<file path="src/rtl/bram_burst_ctrl.sv">
// Burst initiator for a 64x16 block RAM with a two-stage registered read path.
// Streams write beats into the RAM or tags returning read words with valid/last.
module bram_burst_ctrl #(
  parameter int ADDR_W = 6,
  parameter int DATA_W = 16,
  parameter int RD_LAT = 2
) (
  input  logic              CLK,
  input  logic              RST_N,
  input  logic              req_valid,
  output logic              req_ready,
  input  logic              req_write,
  input  logic [ADDR_W-1:0] req_addr,
  input  logic [ADDR_W-1:0] req_len,
  input  logic              wr_valid,
  output logic              wr_ready,
  input  logic [DATA_W-1:0] wr_data,
  output logic              rd_valid,
  output logic [DATA_W-1:0] rd_data,
  output logic              rd_last,
  output logic              done,
  output logic              ram_we,
  output logic [ADDR_W-1:0] ram_addr,
  output logic [DATA_W-1:0] ram_di,
  output logic              ram_en,
  input  logic [DATA_W-1:0] ram_do
);

  typedef enum logic [1:0] {S_IDLE, S_WRITE, S_READ, S_DRAIN} state_t;

  state_t            state;
  logic [ADDR_W-1:0] ptr;
  logic [ADDR_W:0]   cnt;
  logic [RD_LAT-1:0] vld_pipe;
  logic [RD_LAT-1:0] last_pipe;
  logic              done_r;
  logic              cnt_one;
  logic              push;
  logic              pipe_last_out;

  assign cnt_one       = (cnt == {{ADDR_W{1'b0}}, 1'b1});
  assign push          = (state == S_READ);
  assign pipe_last_out = vld_pipe[RD_LAT-1] & last_pipe[RD_LAT-1];

  // Handshake and RAM-side signals decoded from the current state.
  always_comb begin
    req_ready = 1'b0;
    wr_ready  = 1'b0;
    ram_we    = 1'b0;
    ram_addr  = {ADDR_W{1'b0}};
    ram_di    = {DATA_W{1'b0}};
    case (state)
      S_IDLE:  req_ready = 1'b1;
      S_WRITE: begin
        wr_ready = 1'b1;
        ram_we   = wr_valid;
        ram_addr = ptr;
        ram_di   = wr_data;
      end
      S_READ:  ram_addr = ptr;
      S_DRAIN: ram_addr = {ADDR_W{1'b0}};
      default: req_ready = 1'b0;
    endcase
  end

  // The output register only needs enabling while a read token is in flight.
  assign ram_en   = |vld_pipe;
  assign rd_valid = vld_pipe[RD_LAT-1];
  assign rd_last  = pipe_last_out;
  assign rd_data  = vld_pipe[RD_LAT-1] ? ram_do : {DATA_W{1'b0}};
  assign done     = done_r;

  // Burst sequencer: pointer, beat counter, read-token pipe and done pulse.
  always_ff @(posedge CLK or negedge RST_N) begin
    if (!RST_N) begin
      state     <= S_IDLE;
      ptr       <= {ADDR_W{1'b0}};
      cnt       <= {(ADDR_W+1){1'b0}};
      vld_pipe  <= {RD_LAT{1'b0}};
      last_pipe <= {RD_LAT{1'b0}};
      done_r    <= 1'b0;
    end else begin
      done_r       <= 1'b0;
      vld_pipe[0]  <= push;
      last_pipe[0] <= push & cnt_one;
      for (int i = 1; i < RD_LAT; i++) begin
        vld_pipe[i]  <= vld_pipe[i-1];
        last_pipe[i] <= last_pipe[i-1];
      end
      case (state)
        S_IDLE: begin
          if (req_valid) begin
            ptr   <= req_addr;
            // A zero length encodes a full sweep of the address space.
            cnt   <= (req_len == {ADDR_W{1'b0}}) ? {1'b1, {ADDR_W{1'b0}}}
                                                 : {1'b0, req_len};
            state <= req_write ? S_WRITE : S_READ;
          end
        end
        S_WRITE: begin
          if (wr_valid) begin
            ptr <= ptr + {{(ADDR_W-1){1'b0}}, 1'b1};
            cnt <= cnt - {{ADDR_W{1'b0}}, 1'b1};
            if (cnt_one) begin
              state  <= S_IDLE;
              done_r <= 1'b1;
            end
          end
        end
        S_READ: begin
          ptr <= ptr + {{(ADDR_W-1){1'b0}}, 1'b1};
          cnt <= cnt - {{ADDR_W{1'b0}}, 1'b1};
          if (cnt_one) begin
            state <= S_DRAIN;
          end
        end
        S_DRAIN: begin
          if (pipe_last_out) begin
            state  <= S_IDLE;
            done_r <= 1'b1;
          end
        end
        default: state <= S_IDLE;
      endcase
    end
  end

endmodule

</file>
<file path="config.mk">
export PLATFORM = sky130hd
export DESIGN_NAME = bram_burst_ctrl
export DESIGN_NICKNAME = d
export VERILOG_FILES = /design/src/rtl/bram_burst_ctrl.sv
export SDC_FILE = /design/constraint.sdc
export NUM_CORES = 1
export LEC_CHECK = 0
export CORE_UTILIZATION = 30
export DETAILED_ROUTE_END_ITERATION = 6
export PLACE_DENSITY = 0.75
export SLEW_MARGIN = 25
export SYNTH_ARGS = -nofsm -noshare
export SYNTH_HDL_FRONTEND = slang
export SYNTH_SLANG_ARGS = --single-unit
</file>
<file path="constraint.sdc">
create_clock -name CLK -period 2.7 [get_ports CLK]
set_input_delay 0.27 -clock CLK [delete_from_list [all_inputs] [get_ports CLK]]
set_output_delay 0.27 -clock CLK [all_outputs]
set_load 0.02 [all_outputs]
</file>
## Word-level counts from Yosys, hierarchy flattened

Index checks and enable logic that the tools add are counted.

| word-level totals | value |
|---|---|
| bits in registers | 20 |
| latch bits | 0 |
| bits in writable memories | 0 |
| ROM bits | 0 |
| input port bits | 49 |
| output and inout bits | 45 |
| memories kept | 0 |

| operators by class | value |
|---|---|
| add/subtract/negate cells | 2 |
| $mul | 0 |
| div/mod/pow operators | 0 |
| $lt $le $gt $ge | 0 |
| equality and inequality tests | 9 |
| shift operators | 0 |
| muxes and demuxes | 24 |
| bitwise operators | 2 |
| reduce and logical (&&, ||, !) cells | 7 |

Operator list:

| operator | count |
|---|---|
| $mux W16 | 2 |
| $mux W7 | 3 |
| $pmux W7 S3 | 1 |
| $mux W6 | 3 |
| $pmux W6 S3 | 1 |
| $mux W2 | 6 |
| $ne A2 B2 Y1 const B | 5 |
| $pmux W2 S4 | 1 |
| $eq A7 B1 Y1 const B | 1 |
| $sub A7 B1 Y7 const B | 1 |
| $add A6 B1 Y6 const B | 1 |
| $logic_not A6 Y1 | 1 |
| $mux W1 | 6 |
| $reduce_and A5 Y1 | 1 |
| $eq A2 B2 Y1 const B | 2 |
| $reduce_or A2 Y1 | 2 |
| $reduce_and A3 Y1 | 1 |
| $reduce_bool A3 Y1 | 1 |
| $and A1 B1 Y1 | 2 |
| $eq A2 B1 Y1 const B | 1 |
| $logic_not A2 Y1 | 1 |
| $pmux W1 S2 | 1 |

## Logic depth before layout (Yosys ltp)

Gate-level depths: netlist of the first run.

| depth | value |
|---|---|
| depth in word-level cells | 4 |
| gate-level depth with buffers | 8 |

## Worst setup path before layout of the first run

No wires, ideal clock.

| timing path | value |
|---|---|
| kind | register to register |
| start | reg state[0] |
| end | reg cnt[2] |
| library setup time | 123 ps |
| arrival | 1828 ps |
| data required time | 2577 ps |
| slack | 749 ps |
| cell stages (with the launch flop) | 8 |
| path buffers | 1 |
| clock period less this slack | 1951 ps |
| path through | dfrtp_1 > inv_1 > ha_1 > and2b_4 > or3_1 > buf_2 > or3_1 > o221a_2 |

| between the ends | value |
|---|---|
| longest elaborated chain between the ends | 3 |

Ends and longest elaborated chain:

| what | line | text |
|---|---|---|
| start: declaration | 31 | `state_t state;` |
| start signal: assignment | 97 | `state <= req_write ? S_WRITE : S_READ;` |
| $eq A2 B1 Y1, or another cell as far along | 90 | `case (state)` |
| $ne A2 B2 Y1 (no line) / $reduce_bool A3 Y1 (equally long branches) | n/a |  |
| $reduce_and A3 Y1 (no line) | n/a |  |
| end signal: assignment | 95 | `cnt <= (req_len == {ADDR_W{1'b0}}) ? {1'b1, {ADDR_W{1'b0}}}` |
| end signal: assignment | 103 | `cnt <= cnt - {{ADDR_W{1'b0}}, 1'b1};` |
| end signal: assignment | 112 | `cnt <= cnt - {{ADDR_W{1'b0}}, 1'b1};` |
| end: declaration | 33 | `logic [ADDR_W:0] cnt;` |

Parallel ways exist; a longest one is shown, timed or not.
A chain may end at the register's enable or synchronous reset.

## Worst setup path after layout of the first run

| timing path | value |
|---|---|
| start | reg state[0] |
| end | out ram_addr[2] |

| between the ends | value |
|---|---|
| longest elaborated chain between the ends | 3 |

Ends and longest elaborated chain:

| what | line | text |
|---|---|---|
| $eq A2 B2 Y1 / $eq A2 B1 Y1 (equally long branches) | 52 | `case (state)` |
| $reduce_or A2 Y1 (no line) (*) | n/a |  |
| $mux W6 (*) | 52 |  |
| end: declaration | 23 | `output logic [ADDR_W-1:0] ram_addr,` |

Mark *: on every way between the ends. The rest lies on a longest branch, timed or not.

==> results of run 1 <==
worst max-delay path, delay by kind of cell (launching register included):
kind | cells | cell delay (ps)
DFF | 1 | 410
adders and majority gates | 1 | 580
and+or+nand+nor | 1 | 220
buffers and inverters | 2 | 720
how the worst max path moves through the flow:
stage / cells past startpoint / end / slack (ps) / from
2_1_floorplan: 7 / cnt[2]$_DFFE_PN0P_ / 750 / state[0]$_DFFE_PN0P_
3_3_place_gp: 4 / ram_addr[2] / 580 / state[0]$_DFFE_PN0P_
3_5_place_dp: 4 / ram_addr[2] / 510 / state[0]$_DFFE_PN0P_
4_1_cts: 4 / ram_addr[2] / 230 / state[0]$_DFFE_PN0P_
5_1_grt: 4 / ram_addr[2] / 110 / state[0]$_DFFE_PN0P_
6_report: 4 / ram_addr[2] / 250 / state[0]$_DFFE_PN0P_
area by class of cell:
| type | count | share of cell area [%] |
|---|---|---|
| Inverter | 8 | 1.19 |
| Timing Repair Buffer | 96 | 37.9 |
| Clock buffer | 4 | 2.19 |
| Sequential cell | 20 | 19.9 |
| Tap cell | 67 | 3.33 |
| Multi-Input combinational cell | 130 | 35.6 |
report_power, final:
group | switching [mW] | internal (mW) | leakage [nW]
Combinational | 0.0195 | 0.0652 | 0.754
Sequential | 0.00319 | 0.302 | 0.252
Clock | 0.0933 | 0.130 | 0.0288
cell families (layout without fill, tap and decap cells):
kind of cell | after synthesis | count (layout)
and+or+nand+nor | 83 | 83
AOI/OAI and AO/OA | 32 | 32
DFF | 20 | 20
buffers and inverters | 16 | 108
adders and majority gates | 9 | 9
muxes | 6 | 6
sequential cells by signal (all words and copies together), names as in the netlist:
signal / flops
cnt: 7
done: 1
last_pipe: 2
ptr: 6
state: 2
vld_pipe: 2
stage by stage:
step / power [mW] / hold slack, ps / instance area [sq um] / setup WS (ps)
6_report: 0.613 / 364 / 2520 / 252
3_3_place_gp: 0.396 / 336 / 2460 / 578
4_1_cts: 0.622 / 367 / 2520 / 228
2_1_floorplan: 0.318 / -25.6 / 1470 / 749
5_1_grt: 0.641 / 374 / 2520 / 114
3_5_place_dp: 0.396 / 350 / 2460 / 514
metal layers:
metal	GRT usage [%]	wire, um	up-vias	part of all wire, %
li1	-	-	760	-
met1	19.4	1800	662	46
met2	25.1	1830	69	46
met3	4.03	277	4	7.0
met4	3.49	42	0	1.1
met5	0	0	-	0
cells in the final DEF (no fill, tap or decap), types with 3 or more instances in the layout:
cell	synthesis	final
sky130_fd_sc_hd__clkdlybuf4s50_1	0	93
sky130_fd_sc_hd__and2_1	33	33
sky130_fd_sc_hd__dfrtp_1	20	20
sky130_fd_sc_hd__a21oi_1	10	10
sky130_fd_sc_hd__ha_1	9	9
sky130_fd_sc_hd__inv_1	8	8
sky130_fd_sc_hd__nand2_1	8	8
sky130_fd_sc_hd__and2_2	7	7
sky130_fd_sc_hd__nor3_1	7	7
sky130_fd_sc_hd__nor2_1	6	6
sky130_fd_sc_hd__o21ai_0	6	6
sky130_fd_sc_hd__mux2i_1	6	6
sky130_fd_sc_hd__o22ai_1	4	4
sky130_fd_sc_hd__clkbuf_8	0	4
sky130_fd_sc_hd__and4_1	3	3
sky130_fd_sc_hd__nand3_1	3	3
sky130_fd_sc_hd__nand2b_1	3	3
sky130_fd_sc_hd__buf_4	0	3
==> impl_results.md, run 1 <==
* Run status: finished, final reports clean
* Synth Instances at 166
* Post-synthesis adder-cell area fraction at 7.68%
* Max-cap violations at 0
* Worst-path cell chain: inv_1 -> ha_1 -> and2_1 -> clkdlybuf4s50_1
* Number of cells upsized or downsized after cts at 0
* Worst rel slew slack at 39.5%
* Leading cell types by total area after synthesis: sky130_fd_sc_hd__dfrtp_1 (34%), sky130_fd_sc_hd__and2_1 (14%), sky130_fd_sc_hd__ha_1 (7.7%), sky130_fd_sc_hd__mux2i_1 (4.1%), sky130_fd_sc_hd__and2_2 (3.6%)
* Sum Neg Setup Slack at 0 ps
* TritonCTS clock tree: built
* Hold Fails Final Rpt at 0
* Num ports at 94
* H-tree Lvls at 1
* Post-detailed-route wirelength per cell at 12.2 um
* Count of warnings emitted by yosys at 0
* Maximum root-to-sink buffer count at 2
* Cell type of the slowest stage on the worst timing path: sky130_fd_sc_hd__clkdlybuf4s50_1
* Grt total ovfl at 0
* Post-DRT Antenna Nets at 0
* Total count of max-transition violations in the final report at 0
* Vias after detailed routing at 1495
* Post-synth top area share at 34.1%
* Leakage component of the power at 1.03 nW
* Critical path launch point type: flip-flop
* Synthesized area at 1470 sq um
* Number of hold buffers added after CTS at 0
* Depth of the worst hold-timing path at 0
* Async set-reset flop share out of synthesis at 100%
* Worst-Margin Slew at 905 ps
* Critical path arrival at 2180 ps
* 1st-pass router iterations at 4
* Count of input and output buffers at 93
* Cell row count at 25
* Sequential-to-total area share from yosys stat at 34.1%
* Clock root buffer: sky130_fd_sc_hd__clkbuf_8
* RSZ-0062 raised after global routing: false
* Average cell area after synthesis at 8.83 sq um
* Post-synthesis simple-gate area fraction at 35.2%
* Endpoint, Worst Hold: last_pipe[1]$_DFF_PN0_
* Area occupied by multi-input gates at 896 sq um
* Clock tree skew after final layout at 3.56 ps
* Antenna diode instance count at 0
* Half-perimeter wire length after detailed placement at 3.12 mm
* Total power density per cell area at 243 nW/um^2
* Global-route wire length before repair at 6.11 mm
* Total of fill cells in the finished design at 434
* Hold WC Path Type: flip-flop to flip-flop
* Vias per cell at 4.60
* Number of cells on the worst reg-to-reg path at 6
* Via count of the first global-routing pass at 1285
* Detailed router's first-iteration violation count at 39
* Starting density of the core at 31.0%
* Share of post-route cells with drive strength above 1 at 8.53%
* Area leader, netlist: sky130_fd_sc_hd__dfrtp_1
* Placed cell count at 321
* Total CTS buffers at 3
* Largest vdd supply drop at 0.231 mV
* Reg-to-reg setup timing slack at 600 ps
* Most frequently used flop master after synthesis: sky130_fd_sc_hd__dfrtp_1
* Compound-cell area share of the yosys netlist at 14.1%
* Wire length reported by the detailed router at 3.95 mm
* Final weighted congestion in routability-driven placement at 0.718
* Syn_nets at 224
* Dominant cell by count in the synthesized netlist: sky130_fd_sc_hd__and2_1
* Worst stage delay on the critical path at 610 ps
* Origin of the critical flop-to-flop path: state[0]$_DFFE_PN0P_
* Worst flop-to-flop path endpoint: cnt[2]$_DFFE_PN0P_
* Number of cells in the finished layout apart from fillers at 325
* Clock latency reported for the late side of the worst-skew pair at 250 ps
* Required time at the endpoint of the critical path at 2430 ps
* Xor and xnor fraction of the mapped netlist area at 0%
* Shortest clock period the worst path allows after layout at 2450 ps
* Library cells used by synthesis at 38
* Synth-to-layout area growth at 71.8%
* Maximum number of pins on one net before global-route repair at 21
* Setup crit end kind: output pin
* Number of setup buffers added after CTS at 0
* Launch instance of the worst min-delay path: last_pipe[0]$_DFF_PN0_
* Clock transition at path regs at 70 ps
* End-of-flow core utilization at 53.3%
* Combinational family with the most area after synthesis: simple AND/OR/NAND/NOR gates
* Fraction of the cycle the final worst path needs at 90.7%
* Largest fanout on the critical path at 16
* Std-Cell Core Area at 4720 sq um
* Most used standard cells in the synthesized netlist: sky130_fd_sc_hd__and2_1 (33), sky130_fd_sc_hd__dfrtp_1 (20), sky130_fd_sc_hd__a21oi_1 (10)
* Setup-violating endpoint count in the final report at 0
* Highest achievable clock rate at 0.408 GHz
* Number of enable-type register cells in the synthesized netlist at 0
* Die footprint at 5170 sq um
* Count of unresolved DRC violations after routing at 0
* Overall die height at 71.9 um
* Die width at 71.9 um
* Number of sinks driven by the clock tree at 20
* Mux cell area share after synthesis at 4.10%
* All-layer global routing usage at 15.0%
* Layout net count at 317
* Sequential cell area in the final layout at 500 sq um
* Total of flip-flops plus latches after synthesis at 20
* Number of antenna violations at the first check in global routing at 0
* CP Class: flip-flop to output pin
(Power assumes the default switching activity.)
==> run 2, diff against run 1 <==
--- a/config.mk
+++ b/config.mk
@@ -5,6 +5,7 @@
 export SDC_FILE = /design/constraint.sdc
 export NUM_CORES = 1
 export LEC_CHECK = 0
+export CAP_MARGIN = 20
 export CORE_UTILIZATION = 30
 export DETAILED_ROUTE_END_ITERATION = 6
 export PLACE_DENSITY = 0.75
==> results of run 2 <==
The final DEF is identical to that of run 1; final timing and power are the same.
==> run 3, diff against run 2 <==
--- a/config.mk
+++ b/config.mk
@@ -7,6 +7,7 @@
 export LEC_CHECK = 0
 export CAP_MARGIN = 20
 export CORE_UTILIZATION = 30
+export CTS_CLUSTER_SIZE = 10
 export DETAILED_ROUTE_END_ITERATION = 6
 export PLACE_DENSITY = 0.75
 export SLEW_MARGIN = 25
==> constraint.sdc (replaced) <==
create_clock -name CLK -period 2.69 [get_ports CLK]
set_input_delay 0.269 -clock CLK [delete_from_list [all_inputs] [get_ports CLK]]
set_output_delay 0.269 -clock CLK [all_outputs]
set_load 0.02 [all_outputs]
==> run 3 against run 2 <==
  * Sequential power hardly changed
  * Sequential share of layout area stayed put
  * Critical endpoint unchanged
  * Total power is 1.2% higher
  * Via count is 0.47% lower
  * Wire length is 2.5% lower
==> impl_results.md, run 3 (synthesis gave the netlist of run 1 again) <==
* Number of hold buffers added after CTS at 0 (unchanged)
* Hold WC Path Type: flip-flop to flip-flop (unchanged)
* Post-detailed-route wirelength per cell at 11.8 um (was 12.2 um)
* Share of post-route cells with drive strength above 1 at 8.53% (unchanged)
* Total chip power at 0.620 mW (was 0.613 mW)
* Std-Cell Core Area at 4720 sq um (unchanged)
* Total CTS buffers at 3 (unchanged)
* Total of fill cells in the finished design at 428 (was 434)
* Run status: finished, final reports clean (unchanged)
* Detailed router's first-iteration violation count at 18 (was 39)
* Post-DRT Antenna Nets at 0 (unchanged)
* Vias after detailed routing at 1488 (was 1495)
* Starting density of the core at 31.0% (unchanged)
* Setup-violating endpoint count in the final report at 0 (unchanged)
* Bufs and invs on worst path at 2 (unchanged)
* Max-cap violations at 0 (unchanged)
* Cell row count at 25 (unchanged)
* Worst rel slew slack at 39.9% (was 39.5%)
* Largest register by flop count: cnt (unchanged)
* Cell type of the slowest stage on the worst timing path: sky130_fd_sc_hd__clkdlybuf4s50_1 (unchanged)
* Clock latency reported for the late side of the worst-skew pair at 260 ps (was 250 ps)
* Instance area at placement at 2460 sq um (unchanged)
* Total count of max-transition violations in the final report at 0 (unchanged)
* Maximum number of pins on one net before global-route repair at 21 (unchanged)
* Largest delay share family, worst path: buffers and inverters (unchanged)
* Largest fanout on the critical path at 16 (unchanged)
* Die footprint at 5170 sq um (unchanged)
* Wire length reported by the detailed router at 3.85 mm (was 3.95 mm)
* Layout Cell Area excl Fill at 2520 sq um (unchanged)
* Sum Neg Setup Slack at 0 ps (unchanged)
* Half-perimeter wire length after detailed placement at 3.02 mm (was 3.12 mm)
* Setup crit end kind: output pin (unchanged)
* Worst stage delay on the critical path at 610 ps (about the same)
* Num ports at 94 (unchanged)
* Clock transition at path regs at 80 ps (was 70 ps)
* Number of setup buffers added after CTS at 0 (unchanged)
* Leading cell types in the layout, fill and taps excluded: sky130_fd_sc_hd__clkdlybuf4s50_1 (93), sky130_fd_sc_hd__and2_1 (33), sky130_fd_sc_hd__dfrtp_1 (20) (unchanged)
* Setup slack after placement at 510 ps (was 514 ps)
* Largest vdd supply drop at 0.266 mV (was 0.231 mV)
* Count of input and output buffers at 93 (unchanged)
* Shortest clock period the worst path allows after layout at 2440 ps
* Hold Fails Final Rpt at 0 (unchanged)
* Vias per cell at 4.58 (was 4.60)
* CP Class: flip-flop to output pin (unchanged)
* Placed cell count at 321 (unchanged)
* Grt total ovfl at 0 (unchanged)
* Layout net count at 317 (unchanged)
* Number of sinks driven by the clock tree at 20 (unchanged)
* End-of-flow core utilization at 53.3% (unchanged)
* TritonCTS clock tree: built (unchanged)
* Required time at the endpoint of the critical path at 2420 ps (was 2430 ps)
* Smallest hold slack at 357 ps (was 364 ps)
* Reg-to-reg setup timing slack at 580 ps (was 600 ps)
* Via count of the first global-routing pass at 1231 (was 1285)
* Depth of the worst hold-timing path at 0 (unchanged)
* Count of unresolved DRC violations after routing at 0 (unchanged)
* H-tree Lvls at 1 (unchanged)
* Antenna diode instance count at 0 (unchanged)
* Overall die height at 71.9 um (unchanged)
* Critical path launch point type: flip-flop (unchanged)
* Worst-Margin Slew at 899 ps (was 905 ps)
* Final weighted congestion in routability-driven placement at 0.718 (about the same)
* RSZ-0062 raised after global routing: false (unchanged)
* Maximum root-to-sink buffer count at 2 (unchanged)
* Critical path depth in cells at 4 (unchanged)
* Max FFs per register at 7 (unchanged)
* Number of cells on the worst reg-to-reg path at 6 (unchanged)
* Number of cells in the finished layout apart from fillers at 325 (unchanged)
* Critical path arrival at 2180 ps (about the same)
* Number of antenna violations at the first check in global routing at 0 (unchanged)
* Global-route wire length before repair at 5.86 mm (was 6.11 mm)
* Final worst slack at 245 ps (was 252 ps)
* 1st-pass router iterations at 4 (unchanged)
* Total power density per cell area at 246 nW/um^2 (was 243 nW/um^2)
* Worst-path cell chain: inv_1 -> ha_1 -> and2_1 -> clkdlybuf4s50_1 (unchanged)
* Number of cells upsized or downsized after cts at 0 (unchanged)
* Die width at 71.9 um (unchanged)
* Fraction of the cycle the final worst path needs at 90.9%
* Highest achievable clock rate at 0.409 GHz
* Biggest registers after layout: cnt: 7 flops, ptr: 6 flops (unchanged)
* All-layer global routing usage at 14.1% (was 15.0%)
* Leading cell type in the layout, fill and taps excluded: sky130_fd_sc_hd__clkdlybuf4s50_1 (unchanged)
* Clock root buffer: sky130_fd_sc_hd__clkbuf_8 (unchanged)
* Synth-to-layout area growth at 71.8% (unchanged)
* Leakage component of the power at 1.03 nW (unchanged)
* Clock tree skew after final layout at 4.93 ps (was 3.56 ps)
[run 3: cell counts in the layout (fill, tap and decap cells not counted)]
Identical to the previous run, type by type.
[run 3: layout make-up]
class	count	area [sq um]	share of cell area, %
Timing Repair Buffer	96	953	37.9
Multi-Input combinational cell	130	896	35.6
Sequential cell	20	500	19.9
Tap cell	67	83.8	3.33
Clock buffer	4	55.1	2.19
Inverter	8	30.0	1.19
[run 3: metal layers]
layer / vias up / wire [um] / global-route usage [%]
met3: 2 / 258 / 3.33
li1: 764 / - / -
met5: - / 0 / 0
met1: 666 / 1830 / 18.9
met4: 0 / 27 / 2.61
met2: 56 / 1730 / 23.7
[run 3: worst paths after layout]
kind | from | endpoint
setup / recovery | state[0]$_DFFE_PN0P_ | ram_addr[2]
hold / removal | last_pipe[0]$_DFF_PN0_ | last_pipe[1]$_DFF_PN0_
setup reg to reg | state[0]$_DFFE_PN0P_ | cnt[2]$_DFFE_PN0P_
hold reg to reg | last_pipe[0]$_DFF_PN0_ | last_pipe[1]$_DFF_PN0_
max in group asynchronous | RST_N | ptr[4]$_DFFE_PN0P_
min in group asynchronous | RST_N | cnt[2]$_DFFE_PN0P_
[run 3: power by group]
| part | total (mW) | internal, mW | switching [mW] |
|---|---|---|---|
| logic | 0.0854 | 0.0655 | 0.0199 |
| registers | 0.306 | 0.303 | 0.00313 |
| clock network | 0.229 | 0.130 | 0.0985 |
